===== src/rtl/sccb_cfg_sequencer.sv =====
// Camera power-up and table-driven SCCB configuration master.
// Raises cam_en, waits for the sensor to wake, then writes every table entry as a 4-byte SCCB write.
module sccb_cfg_sequencer #(
    parameter int          CLK_DIV   = 125,
    parameter logic [19:0] PWRUP_DLY = 20'd1000000,
    parameter logic [15:0] GAP_DLY   = 16'd1000,
    parameter logic [6:0]  SLAVE_ID  = 7'h36,
    parameter int          TBL_AW    = 8
) (
    input  logic              ILA_clk,
    input  logic              rstn,
    input  logic              start,
    output logic              busy,
    output logic              done,
    output logic              ack_err,
    output logic [TBL_AW:0]   wr_count,
    output logic [TBL_AW-1:0] tbl_addr,
    input  logic [23:0]       tbl_data,
    output logic              cam_en,
    output logic              sccb_clk,
    output logic              sccb_clk_en,
    output logic              sccb_data_out,
    output logic              sccb_data_en,
    input  logic              sccb_data_in
);

    localparam int              QW       = $clog2(CLK_DIV);
    localparam logic [QW-1:0]   Q_LAST   = QW'(CLK_DIV - 1);
    localparam logic [19:0]     PWR_LAST = PWRUP_DLY - 20'd1;
    localparam logic [19:0]     GAP_LAST = {4'd0, GAP_DLY - 16'd1};
    localparam logic [TBL_AW:0] WR_MAX   = {1'b1, {TBL_AW{1'b0}}};

    typedef enum logic [3:0] {
        IDLE, PWR_WAIT, FETCH, START, BYTE, ACK, STOP, GAP, DONE_ST
    } state_t;

    state_t      state;
    logic [QW-1:0] qcnt;
    logic [1:0]  quarter;
    logic [2:0]  bitn;
    logic [1:0]  byten;
    logic [7:0]  shreg;
    logic [23:0] entry;
    logic [19:0] dcnt;
    logic        skip_dly;
    logic        qtick;
    logic [7:0]  next_byte;

    function automatic logic [7:0] byte_sel(input logic [1:0] idx, input logic [23:0] e);
        case (idx)
            2'd0:    return {SLAVE_ID, 1'b0};
            2'd1:    return e[23:16];
            2'd2:    return e[15:8];
            default: return e[7:0];
        endcase
    endfunction

    assign qtick = (qcnt == Q_LAST);

    always_comb begin
        next_byte = byte_sel(byten + 2'd1, entry);
    end

    always_ff @(posedge ILA_clk or negedge rstn) begin
        if (!rstn) begin
            state         <= IDLE;
            busy          <= 1'b0;
            done          <= 1'b0;
            ack_err       <= 1'b0;
            wr_count      <= '0;
            tbl_addr      <= '0;
            cam_en        <= 1'b0;
            sccb_clk      <= 1'b1;
            sccb_clk_en   <= 1'b0;
            sccb_data_out <= 1'b1;
            sccb_data_en  <= 1'b1;
            qcnt          <= '0;
            quarter       <= '0;
            bitn          <= '0;
            byten         <= '0;
            shreg         <= '0;
            entry         <= '0;
            dcnt          <= '0;
            skip_dly      <= 1'b0;
        end else begin
            // Quarter-bit timebase; state branches below override quarter where a phase restarts.
            if (state inside {START, BYTE, ACK, STOP}) begin
                qcnt <= qtick ? '0 : qcnt + 1'b1;
                if (qtick) quarter <= quarter + 2'd1;
            end

            case (state)
                IDLE, DONE_ST: begin
                    if (start) begin
                        state    <= PWR_WAIT;
                        skip_dly <= cam_en;
                        cam_en   <= 1'b1;
                        busy     <= 1'b1;
                        done     <= 1'b0;
                        ack_err  <= 1'b0;
                        wr_count <= '0;
                        tbl_addr <= '0;
                        dcnt     <= '0;
                    end
                end
                PWR_WAIT: begin
                    if (skip_dly || dcnt == PWR_LAST) state <= FETCH;
                    else                              dcnt  <= dcnt + 20'd1;
                end
                FETCH: begin
                    entry <= tbl_data;
                    if (tbl_data[23:8] == 16'hFFFF) begin
                        state <= DONE_ST;
                        busy  <= 1'b0;
                        done  <= 1'b1;
                    end else begin
                        state         <= START;
                        qcnt          <= '0;
                        quarter       <= '0;
                        bitn          <= '0;
                        byten         <= '0;
                        shreg         <= {SLAVE_ID, 1'b0};
                        sccb_clk_en   <= 1'b1;
                        sccb_clk      <= 1'b1;
                        sccb_data_en  <= 1'b0;
                        sccb_data_out <= 1'b1;
                    end
                end
                START: begin
                    if (qtick) begin
                        case (quarter)
                            2'd0: sccb_data_out <= 1'b0;
                            2'd1: sccb_clk      <= 1'b0;
                            default: begin
                                state         <= BYTE;
                                quarter       <= '0;
                                sccb_data_out <= shreg[7];
                            end
                        endcase
                    end
                end
                BYTE: begin
                    if (qtick) begin
                        if (quarter == 2'd1) sccb_clk <= 1'b1;
                        if (quarter == 2'd3) begin
                            sccb_clk <= 1'b0;
                            if (bitn == 3'd7) begin
                                state        <= ACK;
                                sccb_data_en <= 1'b1;
                            end else begin
                                bitn          <= bitn + 3'd1;
                                shreg         <= {shreg[6:0], 1'b0};
                                sccb_data_out <= shreg[6];
                            end
                        end
                    end
                end
                ACK: begin
                    if (qtick) begin
                        if (quarter == 2'd1) sccb_clk <= 1'b1;
                        if (quarter == 2'd3) begin
                            // SCCB treats the ninth bit as don't-care: a NACK is only flagged.
                            if (sccb_data_in) ack_err <= 1'b1;
                            sccb_clk     <= 1'b0;
                            sccb_data_en <= 1'b0;
                            if (byten == 2'd3) begin
                                state         <= STOP;
                                sccb_data_out <= 1'b0;
                            end else begin
                                state         <= BYTE;
                                byten         <= byten + 2'd1;
                                bitn          <= '0;
                                shreg         <= next_byte;
                                sccb_data_out <= next_byte[7];
                            end
                        end
                    end
                end
                STOP: begin
                    if (qtick) begin
                        case (quarter)
                            2'd1: sccb_clk      <= 1'b1;
                            2'd2: sccb_data_out <= 1'b1;
                            2'd3: begin
                                sccb_clk_en   <= 1'b0;
                                sccb_data_en  <= 1'b1;
                                sccb_clk      <= 1'b1;
                                sccb_data_out <= 1'b1;
                                if (wr_count != WR_MAX) wr_count <= wr_count + 1'b1;
                                tbl_addr <= tbl_addr + 1'b1;
                                if (&tbl_addr) begin
                                    state <= DONE_ST;
                                    busy  <= 1'b0;
                                    done  <= 1'b1;
                                end else begin
                                    state <= GAP;
                                    dcnt  <= '0;
                                end
                            end
                            default: ;
                        endcase
                    end
                end
                GAP: begin
                    if (dcnt == GAP_LAST) state <= FETCH;
                    else                  dcnt  <= dcnt + 20'd1;
                end
                default: state <= IDLE;
            endcase
        end
    end

endmodule


===== config.mk =====
export PLATFORM = sky130hd
export DESIGN_NAME = sccb_cfg_sequencer
export DESIGN_NICKNAME = d
export VERILOG_FILES = /design/src/rtl/sccb_cfg_sequencer.sv
export SDC_FILE = /design/constraint.sdc
export NUM_CORES = 1
export LEC_CHECK = 0
export CORE_MARGIN = 2
export CORE_UTILIZATION = 35
export CTS_CLUSTER_SIZE = 40
export DETAILED_ROUTE_END_ITERATION = 10
export PLACE_DENSITY = 0.53
export SLEW_MARGIN = 30
export SYNTH_ARGS = -nofsm -noshare
export SYNTH_HDL_FRONTEND = slang
export SYNTH_SLANG_ARGS = --single-unit
export TNS_END_PERCENT = 10

===== constraint.sdc =====
create_clock -name ILA_clk -period 4 [get_ports ILA_clk]
set_clock_uncertainty 0.05 [all_clocks]
set_input_delay 0.6 -clock ILA_clk [delete_from_list [all_inputs] [get_ports ILA_clk]]
set_output_delay 0.6 -clock ILA_clk [all_outputs]
set_load 0.02 [all_outputs]

## Word-level counts from Yosys, hierarchy flattened

Cells that the tools add are included.

| word-level totals | value |
|---|---|
| register bits | 96 |
| bits in latches | 0 |
| bits in writable memories | 0 |
| bits in read-only memories | 0 |
| input bits | 28 |
| output and inout port bits | 25 |
| word-level logic and storage cells | 218 |
| memories | 0 |

| cells by class | value |
|---|---|
| add/sub/neg operators | 7 |
| $mul | 0 |
| divide/modulo/power cells | 0 |
| order comparisons | 0 |
| equal/unequal tests | 48 |
| shift-type cells | 0 |
| muxes and demuxes | 110 |
| bitwise operators | 0 |
| reductions and logical operators | 34 |

Operator list:

| operator | count |
|---|---|
| $mux W20 | 6 |
| $mux W8 | 10 |
| $pmux W20 S4 | 1 |
| $mux W4 | 14 |
| $pmux W8 S3 | 2 |
| $mux W1 | 38 |
| $ne A2 B2 Y1 const B | 19 |
| $mux W9 | 4 |
| $pmux W4 S8 | 1 |
| $mux W7 | 4 |
| $reduce_and A8 Y1 | 3 |
| $mux W3 | 7 |
| $add A20 B1 Y20 const B | 1 |
| $eq A20 B10 Y1 const B | 1 |
| $eq A20 B20 Y1 const B | 1 |
| $mux W2 | 10 |
| $pmux W9 S2 | 1 |
| $eq A16 B16 Y1 const B | 1 |
| $eq A4 B3 Y1 const B | 4 |
| $ne A2 B1 Y1 const B | 8 |
| $pmux W8 S2 | 1 |
| $reduce_bool A4 Y1 | 4 |
| $reduce_and A5 Y1 | 3 |
| $reduce_and A12 Y1 | 1 |
| 33 further kinds | 54 |

## Longest topological paths before layout

Gate-level depths: netlist of run 1.

| depth | value |
|---|---|
| word-level depth | 7 |
| mapped depth | 9 |
| depth with buffers taken out | 8 |

## Worst setup path before layout of run 1

No wires, ideal clock.

| path | value |
|---|---|
| path type | reg-to-reg |
| start | register state[2] |
| end | register dcnt[14] |
| library setup time | 65 ps |
| arrival | 2,078 ps |
| required time | 3,885 ps |
| slack | 1,806 ps |
| stages on the path, launching flop included | 9 |
| path buffers | 2 |
| clock period less this slack | 2,194 ps |
| cell sequence | dfrtp_1 buf_6 or4b_4 nor4b_2 a21oi_1 buf_6 and3_1 a311o_1 nand2_1 |

| between the ends | value |
|---|---|
| cells in the longest elaborated chain, start to end | 4 |
| elaborated cells between the ends (all ways) | 15 |
| classes of those cells | 10 x eq/ne; 1 x mux; 4 x reduce/logical |

RTL lines:

| what | RTL line | RTL |
|---|---|---|
| start: declaration | 37 | `state_t state;` |
| start signal: assignment | 66 | `state <= IDLE;` |
| start signal: assignment | 95 | `state <= PWR_WAIT;` |
| start signal: assignment | 107 | `if (skip_dly \|\| dcnt == PWR_LAST) state <= FETCH;` |
| $eq A4 B4 Y1 or $logic_not A4 Y1 (tied branches) | 92 | `case (state)` |
| $reduce_or A2 Y1 | 92 |  |
| $reduce_bool A4 Y1 (no line) or $ne A2 B2 Y1 (tied branches) | - |  |
| $reduce_and A7 Y1 (no line) | - |  |
| end signal: assignment | 108 | `else dcnt <= dcnt + 20'd1;` |
| end signal: assignment | 206 | `else dcnt <= dcnt + 20'd1;` |
| end: declaration | 44 | `logic [19:0] dcnt;` |

Several ways; a longest one is shown, not always the timed one.
A chain may end at the register's enable or synchronous reset.

## Worst setup path in the final report of run 1

| path | value |
|---|---|
| start | register state[2] |
| end | register dcnt[3] |

The elaborated chain is that of the path after synthesis.

==> summary.md, run 1 <==
| Metric | Value |
|---|---|
| Result of the run | `finished, final reports clean` |
| Cell-internal power | `2320 uW` |
| H-tree lvl count | `3` |
| Die area | `0.0162 mm^2` |
| Post-synthesis cell area | `0.00532 mm^2` |
| Routed wire per std cell | `15.9 um` |
| CP required | `4.24 ns` |
| Placed wire-length estimate after detailed placement | `9100 um` |
| Total Neg Setup Slack | `0 ns` |
| Launch point of the critical path | `state[2]` |
| Switching Fraction | `38.5%` |
| Global-route wire length before repair | `21,300 um` |
| # Post-CTS Setup Buffers | `0` |
| Count of routing violations after the opening detailed-route iteration | `227` |
| Met2 WL post-DR | `6000 um` |
| Power density cells | `597 mW/mm^2` |
| Initial antenna violation count | `0` |
| Max-slew violation total from the final report | `0` |
| Post-synthesis sequential area ratio | `45.2%` |
| DRC | `0` |
| Flip-flop and latch count after synthesis | `96` |
| TritonCTS sink count | `96` |
| Relative slew margins | `42.1%` |
| Synth-to-Final Area Change | `18.9%` |
| Clock slew seen by the registers of the worst setup and hold paths | `0.07 ns` |
| Number of nets in the layout | `636` |
| # Max-Cap Violations | `0` |
| Top_reg_cell synth | `dfrtp_1` |
| FF-to-FF Start | `state[2]` |
| Crit path kind | `register to register` |
| Count of flip-flops with a built-in enable after synthesis | `0` |
| Final setup violation count | `0` |
| Highest clock frequency the design can meet | `326 MHz` |
| Kind of capture point of the worst setup path | `register` |
| Detailed-route via count | `4,175` |
| Number of cells in the finished layout apart from fillers | `784` |
| Total Routing Usage GR | `16.4%` |
| Post-synthesis instance total | `543` |
| Number of buffers created by CTS | `9` |
| Logic pwr share | `40.3%` |
| Count of distinct cell types in the synthesized netlist | `55` |
| Initial cell density of the core | `35.4%` |
| Worst-Margin Slew | `0.869 ns` |
| Highest-count cells in the layout ignoring fill and taps | `dfrtp_1 (93), nand2_1 (55), nor2_1 (51), clkdlybuf4s50_1 (51), mux2_2 (37)` |
| Detailed route wirelength on metal3 | `506 um` |
| CTS max path bufs | `2` |
| Number of warnings issued by yosys | `0` |
| Length of routed wiring on met1 | `5740 um` |
| # resized after CTS | `0` |
| Average size of a mapped cell | `9.80 um^2` |
| TritonCTS clock tree | `built` |
| Area of the core | `0.0150 mm^2` |
| TritonRoute pass-1 iters | `4` |
| DIE WIDTH | `127 um` |
| Quantity of hold-fixing buffers added after cts | `0` |
| Final ANT Viol Nets | `0` |
| Highest Signal Layer | `met4` |
| R2r setup slk | `0.93 ns` |
| Final critical-path share of the clock period | `76.8%` |
| Maximum fanout along the worst path | `18` |
| Final Wtd Congestion | `0.852` |
| I/O pin total | `53` |
| Pin count of the biggest net entering global routing | `75` |
| Fraction of layout cells with a size suffix above 1 | `13.8%` |
| Startpoint types | `register` |
| Ant. Diodes | `0` |
| Most common cell after layout, fill and taps aside | `dfrtp_1` |
| Vert. Die Dim | `127 um` |
| Count of port buffers added during placement | `52` |
| Sum of overflow across all layers after global routing | `0` |
| Crit Reg-Reg Endpoint | `dcnt[3]` |
| Setup repair after global routing missed its margin | `false` |
| Source-to-sink clock delay at the later pin of the worst-skew pair | `0.35 ns` |
| Minimum clock period | `3.07 ns` |
| CP Data Arrival Time | `3.31 ns` |
| Static power due to leakage | `0.00268 uW` |
| Total count of hold-check failures in the final report | `0` |
| Depth of the worst register-to-register path | `7` |
| Kind of path behind the tightest hold check | `input port to async pin` |
| Final wirelength | `12,500 um` |
| Crit path capture | `dcnt[3]` |
| Number of cells after detailed placement | `768` |
| Peak VDD IR | `300 uV` |
| Via count of the first global-routing pass | `4,205` |
| Sw power | `1450 uW` |
| DR vias/cell | `5.33` |
| Master cell of the clock root buffer | `clkbuf_16` |
| Ys async rst share | `100%` |
| Clk pwr share | `21.8%` |
| # rows | `45` |
| Fraction of power consumed by sequential logic | `38.0%` |
| Mapped Nets | `588` |
## critical path, cell delays in order, from the launching register on
cell and delay, ns:
dfrtp_1 0.77, nand4bb_1 0.45, a21oi_1 0.48, a2111oi_4 0.10, buf_4 0.20, and2_1 0.32
or4_1 0.55, nand2_1 0.08
## how the worst min path moves through the flow
stage / start / endpoint / slack [ns] / cells after the start
2_1_floorplan: rstn / ack_err / 0.25 / 0
3_3_place_gp: done / done / 0.41 / 1
3_5_place_dp: cam_en / cam_en / 0.44 / 1
4_1_cts: rstn / dcnt[16] / 0.39 / 1
5_1_grt: rstn / dcnt[18] / 0.27 / 1
6_report: rstn / dcnt[18] / 0.22 / 1
## synth_stat cells (7+ instances only)
cell type | count | share of area [%]
and3_1 | 11 | 1.3
mux2i_1 | 11 | 2.1
a22oi_1 | 7 | 0.99
nand3_1 | 19 | 1.8
nor2_1 | 51 | 3.6
nand4_1 | 22 | 2.6
dfrtp_1 | 93 | 44
inv_1 | 19 | 1.3
and2_1 | 11 | 1.3
mux2_2 | 37 | 7.8
o21ai_0 | 31 | 2.9
nor3_1 | 14 | 1.3
xor2_1 | 22 | 3.6
clkbuf_1 | 13 | 0.92
ha_1 | 17 | 4.0
a21oi_1 | 20 | 1.9
nand2_1 | 55 | 3.9
## per-layer routing
layer  global-route usage [%]  up-vias
met3                     3.98       17
met4                     6.59        0
met5                        0        -
li1                         -     2041
met2                     26.5       90
met1                     21.2     2027
## sequential cells by signal, indices dropped and copies added (netlist names), 2 cells and up
name      count
dcnt         20
byten         2
state         4
quarter       2
shreg         8
entry        24
wr_count      9
tbl_addr      8
bitn          3
qcnt          7
## power by group through the flow
stage               Clock (uW)  Combinational (uW)  Sequential (uW)
floorplan                    0                1190             1360
global placement             0                1510             1440
detailed placement           0                1530             1450
CTS                        855                1540             1440
global route               891                1700             1470
finish                     823                1520             1430
## area by class of cell
type	instances	area [um^2]
Sequential cell	96	2410
Fill cell	1461	8710
Inverter	19	71.3
Tap cell	188	235
Timing Repair Buffer	60	582
Clock buffer	10	239
Clock inverter	6	42.5
Multi-Input combinational cell	405	2750
## per-stage QoR
| step | hold WS, ns | power, uW | setup slack [ns] | util (%) | cell area [um^2] |
|---|---|---|---|---|---|
| 2_1_floorplan | 0.254 | 2540 | 1.81 | - | 5320 |
| 3_5_place_dp | 0.436 | 2990 | 0.973 | 40.2 | 6040 |
| 6_report | 0.220 | 3770 | 0.928 | 42.1 | 6320 |
| 4_1_cts | 0.386 | 3830 | 0.944 | 42.0 | 6320 |
| 5_1_grt | 0.270 | 4060 | 0.745 | 42.1 | 6320 |
| 3_3_place_gp | 0.412 | 2950 | 0.856 | 40.1 | 6030 |
## cell families (layout without fill, tap and decap cells)
| logic type | after synthesis | after routing | share of synthesized area (%) |
|---|---|---|---|
| AO/OA/AOI/OAI | 87 | 87 | 10.8 |
| XOR/XNOR | 28 | 28 | 4.61 |
| adder cells (fa/ha/maj) | 17 | 17 | 4.00 |
| buffers and inverters | 42 | 95 | 3.34 |
| flip-flops | 96 | 96 | 45.2 |
| multiplexers | 49 | 49 | 10.1 |
| AND/OR/NAND/NOR | 224 | 224 | 22.0 |
Power figures use the tool's default switching activity.
==> run 2, diff against run 1 <==
--- a/config.mk
+++ b/config.mk
@@ -9,7 +9,7 @@
 export CORE_UTILIZATION = 35
 export CTS_CLUSTER_SIZE = 40
 export DETAILED_ROUTE_END_ITERATION = 10
-export PLACE_DENSITY = 0.53
+export PLACE_DENSITY = 0.55
 export SLEW_MARGIN = 30
 export SYNTH_ARGS = -nofsm -noshare
 export SYNTH_HDL_FRONTEND = slang
==> constraint.sdc (replaced) <==
create_clock -name ILA_clk -period 2.8 [get_ports ILA_clk]
set_clock_uncertainty 0.05 [all_clocks]
set_input_delay 0.42 -clock ILA_clk [delete_from_list [all_inputs] [get_ports ILA_clk]]
set_output_delay 0.42 -clock ILA_clk [all_outputs]
set_load 0.02 [all_outputs]
==> summary.md, run 2 (synthesized netlist as in run 1, its figures left out) <==
| Metric | Value |
|---|---|
| Largest register by flop count | `entry` |
| Highest clock frequency the design can meet | `406 MHz` |
| Tightest hold margin | `0.00869 ns` |
| Cell breakdown of the critical path | `buf_4 -> nand2b_1 -> nor3_2 -> buf_4 -> and2_1 -> nor3_1 -> o211ai_1 -> mux2_2` |
| Stage delay of the slowest cell on the critical path | `0.44 ns` |
| Cell with the biggest individual delay on the critical path | `dfrtp_1` |
| DR vias/cell | `5.38` |
| Global-route wire length before repair | `21,000 um` |
| Worst-Margin Slew | `0.891 ns` |
| Setup repair after global routing missed its margin | `false` |
| Sum of overflow across all layers after global routing | `0` |
| Total count of hold-check failures in the final report | `0` |
| Maximum fanout along the worst path | `22` |
| Final setup violation count | `0` |
| Final critical-path share of the clock period | `88.0%` |
| Crit path kind | `register to register` |
| Relative slew margins | `40.6%` |
| # Post-CTS Setup Buffers | `0` |
| Final Wtd Congestion | `0.832` |
| Clock slew seen by the registers of the worst setup and hold paths | `0.07 ns` |
| Max-slew violation total from the final report | `0` |
| Startpoint types | `register` |
| Crit path top cell by count | `buf_4` |
| Total Routing Usage GR | `16.3%` |
| Count of port buffers added during placement | `52` |
| # resized after CTS | `0` |
| Placed wire-length estimate after detailed placement | `9280 um` |
| Power density cells | `865 mW/mm^2` |
| Count of routing violations after the opening detailed-route iteration | `220` |
| Peak VDD IR | `328 uV` |
| # Max-Cap Violations | `0` |
| Initial antenna violation count | `0` |
| Via count of the first global-routing pass | `4,351` |
| DRC | `0` |
| TritonCTS clock tree | `built` |
| CP required | `3.04 ns` |
| Detailed-route via count | `4,306` |
| Vert. Die Dim | `127 um` |
| CP Data Arrival Time | `2.70 ns` |
| Number of buffers created by CTS | `9` |
| Highest-count cells in the layout ignoring fill and taps | `dfrtp_1 (93), nand2_1 (55), nor2_1 (51), clkdlybuf4s50_1 (51), mux2_2 (37)` |
| Result of the run | `finished, final reports clean` |
| Kind of path behind the tightest hold check | `input port to async pin` |
| H-tree lvl count | `3` |
| TritonCTS sink count | `96` |
| Final ANT Viol Nets | `0` |
| Source-to-sink clock delay at the later pin of the worst-skew pair | `0.35 ns` |
| Biggest registers after layout | `entry: 24 flops, dcnt: 20 flops, wr_count: 9 flops` |
| Most common cell after layout, fill and taps aside | `dfrtp_1` |
| # rows | `45` |
| Routed wire per std cell | `15.5 um` |
| DIE WIDTH | `127 um` |
| Fraction of layout cells with a size suffix above 1 | `15.8%` |
| Final wirelength | `12,400 um` |
| Max FFs per register | `24` |
| Initial cell density of the core | `35.4%` |
| Minimum clock period | `2.46 ns` |
| Kind of capture point of the worst setup path | `register` |
| I/O pin total | `53` |
| Number of nets in the layout | `652` |
| Depth of the worst register-to-register path | `8` |
| Ant. Diodes | `0` |
| TritonRoute pass-1 iters | `5` |
| Master cell of the clock root buffer | `clkbuf_16` |
| Quantity of hold-fixing buffers added after cts | `0` |
| CTS max path bufs | `2` |
| Static power due to leakage | `0.00278 uW` |
| Total Neg Setup Slack | `0 ns` |
| Area of the core | `0.0150 mm^2` |
| Pin count of the biggest net entering global routing | `45` |
| Synth-to-Final Area Change | `21.4%` |
| Die area | `0.0162 mm^2` |
run 2: changes by cell type in the layout (fill, tap and decap cells not counted), sizes merged:
cell      previous run  this run
buf                  9        25
clkinv               2         5
clkinvlp             2         0
bufinv               0         1
clkbuf              10         9
inv                 21        20
run 2: final cells by class:
class                   count  area [um^2]
fillers                  1469         8570
multi-input cells         405         2740
flip-flops and latches     96         2410
repair buffers             76          711
well taps                 188          235
clock buffers               9          225
clock inverters             7         71.3
inverters                  19         71.3
run 2: layer usage:
layer,wire [um],GRT usage [%],vias up
li1,-,-,2073
met1,5780,21.0,2097
met2,5720,26.5,114
met3,618,3.94,22
met4,248,6.27,0
met5,0,0,-
run 2: path summary, 6_finish.rpt:
check | slack, ns | start | end
setup / recovery | 0.34 | state[0] | sccb_clk
hold / removal | 0.009 | rstn | dcnt[17]
setup reg to reg | 0.34 | state[0] | sccb_clk
hold reg to reg | 0.43 | ack_err | ack_err
max in group asynchronous | 2.03 | rstn | sccb_data_en
min in group ILA_clk | 0.43 | ack_err | ack_err
run 2: per-stage QoR:
step | instances | area (um^2) | power (uW) | util, % | worst slack (ns)
2_1_floorplan | 543 | 5320 | 3630 | - | 0.606
3_3_place_gp | 784 | 6170 | 4330 | 41.0 | 0.124
3_5_place_dp | 784 | 6170 | 4370 | 41.0 | 0.0982
4_1_cts | 800 | 6460 | 5650 | 43.0 | 0.320
5_1_grt | 800 | 6460 | 6000 | 43.0 | 0.145
6_report | 800 | 6460 | 5590 | 43.0 | 0.337
run 2: critical path: cells and delay by family, from the launching register on:
kind / cells / cell delay (ns)
buffers and inverters: 2 / 0.56
AOI/OAI and AO/OA: 1 / 0.11
muxes: 1 / 0.36
DFF: 1 / 0.44
and+or+nand+nor: 4 / 0.87
run 2: power by group:
part	switching (uW)	internal (uW)	leakage (uW)
clock network	550	694	0.000150
logic	1280	1070	0.00140
registers	260	1740	0.00123
total	2090	3500	0.00278
==> edit (flow settings as in run 2) <==
Register the output `ack_err` once more, with the module's reset; this adds one clock of latency there. The other outputs are not delayed to match.
--- a/src/rtl/sccb_cfg_sequencer.sv
+++ b/src/rtl/sccb_cfg_sequencer.sv
@@ -35,4 +35,6 @@
     } state_t;
 
+    logic ack_err_s0;
+
     state_t      state;
     logic [QW-1:0] qcnt;
@@ -67,5 +69,5 @@
             busy          <= 1'b0;
             done          <= 1'b0;
-            ack_err       <= 1'b0;
+            ack_err_s0    <= 1'b0;
             wr_count      <= '0;
             tbl_addr      <= '0;
@@ -98,5 +100,5 @@
                         busy     <= 1'b1;
                         done     <= 1'b0;
-                        ack_err  <= 1'b0;
+                        ack_err_s0 <= 1'b0;
                         wr_count <= '0;
                         tbl_addr <= '0;
@@ -161,5 +163,5 @@
                         if (quarter == 2'd3) begin
                             // SCCB treats the ninth bit as don't-care: a NACK is only flagged.
-                            if (sccb_data_in) ack_err <= 1'b1;
+                            if (sccb_data_in) ack_err_s0 <= 1'b1;
                             sccb_clk     <= 1'b0;
                             sccb_data_en <= 1'b0;
@@ -211,4 +213,12 @@
     end
 
+    always_ff @(posedge ILA_clk or negedge rstn) begin
+        if (!rstn) begin
+            ack_err <= '0;
+        end else begin
+            ack_err <= ack_err_s0;
+        end
+    end
+
 endmodule
 
Check against the original RTL: same outputs for any inputs over 10 cycles, from zero or initial values and one cycle with rstn low; that may be too few to reach the edited logic, so the function may still have changed.
==> edit against run 2 <==
Synthesized area decreased by 1.7%. Final cell count decreased by 2.8%. Worst setup slack got worse by 0.16 ns. Cell area decreased by 0.93%. Sequential cell count increased by 1. Sequential share of layout area increased by 0.74 points. Total power increased by 7.1%. Combinational power increased by 14%. Routed wire length increased by 0.76%.
==> edit: results (changes against run 2) <==
fillers 1375 (was 1469); Critical-path top delay cell or4_1 (was dfrtp_1); most instantiated cells after synthesis dfrtp_1 (94), nand2_1 (50), nor2_1 (48) (was dfrtp_1 (93), nand2_1 (55), nor2_1 (51)); fin util 0.439 (was 0.430); Synth Area in Compound Gates 0.113 (was 0.108); Leakage 2.73 nW (was 2.78 nW); Clock Power Share 0.202 (was 0.222); register area 0.00243 sq mm (was 0.00241 sq mm); FP Rows 44 (was 45); total track usage 0.162 (was 0.163); bufs w/o clock 80 (was 76); pin count of the biggest net entering global routing 81 (was 45); routability cong. 0.831 (was 0.832); Synth Area in XOR/XNOR 0.0402 (was 0.0461); #MultiIn Comb 385 (was 405); Clock-cell share 0.0459 (about the same); Seq/Total Area, Yosys 0.465 (was 0.452); Crit Path Max Fanout 7 (was 22); Max-slew headroom 0.506 (was 0.406); metal3 WL 463 um (was 618 um); pre-CTS setup slack 0.124 ns (was 0.0982 ns); synth top area cells dfrtp_1 (45%), mux2_2 (8.0%), ha_1 (4.1%) (was dfrtp_1 (44%), mux2_2 (7.8%), ha_1 (4.0%)); post-synth cell types 57 (was 55); status complete, no violations (unchanged); M1 WL 5940 um (was 5780 um); vias in the first global route 4308 (was 4351); inverters 16 (was 19); Met2 Routed Length 5880 um (was 5720 um); Slowest Stage Delay on Critical Path 0.54 ns (was 0.44 ns); Post-Syn Nets 567 (was 588); clock buffer count 13 (was 9); peak supply drop 0.425 mV (was 0.328 mV); Arr. time, crit path 2.81 ns (was 2.70 ns)
## edit: cell count changes after synthesis, moves of 3 or more
cell,run 2,this run
xor2_1,22,13
xnor2_1,6,11
and2_1,11,4
nand2_1,55,50
nand4_1,22,16
a21oi_1,20,17
a211oi_1,0,3
nor2_1,51,48
inv_1,19,16
nor4b_1,0,4
## edit: routing by layer
metal | track usage | vias to the layer above
met2 | 0.262 | 76
met3 | 0.0404 | 16
li1 | - | 2014
met1 | 0.214 | 2055
met5 | 0 | -
met4 | 0.0517 | 0
## edit: final timing paths
path,slack [ns],from,cells after the start,end
setup / recovery,0.18,dcnt[12],5,state[2]
hold / removal,0.06,rstn,1,qcnt[6]
setup reg to reg,0.18,dcnt[12],5,state[2]
hold reg to reg,0.34,ack_err_s0,0,ack_err
max in group asynchronous,1.95,rstn,2,entry[12]
min in group ILA_clk,0.34,ack_err_s0,0,ack_err
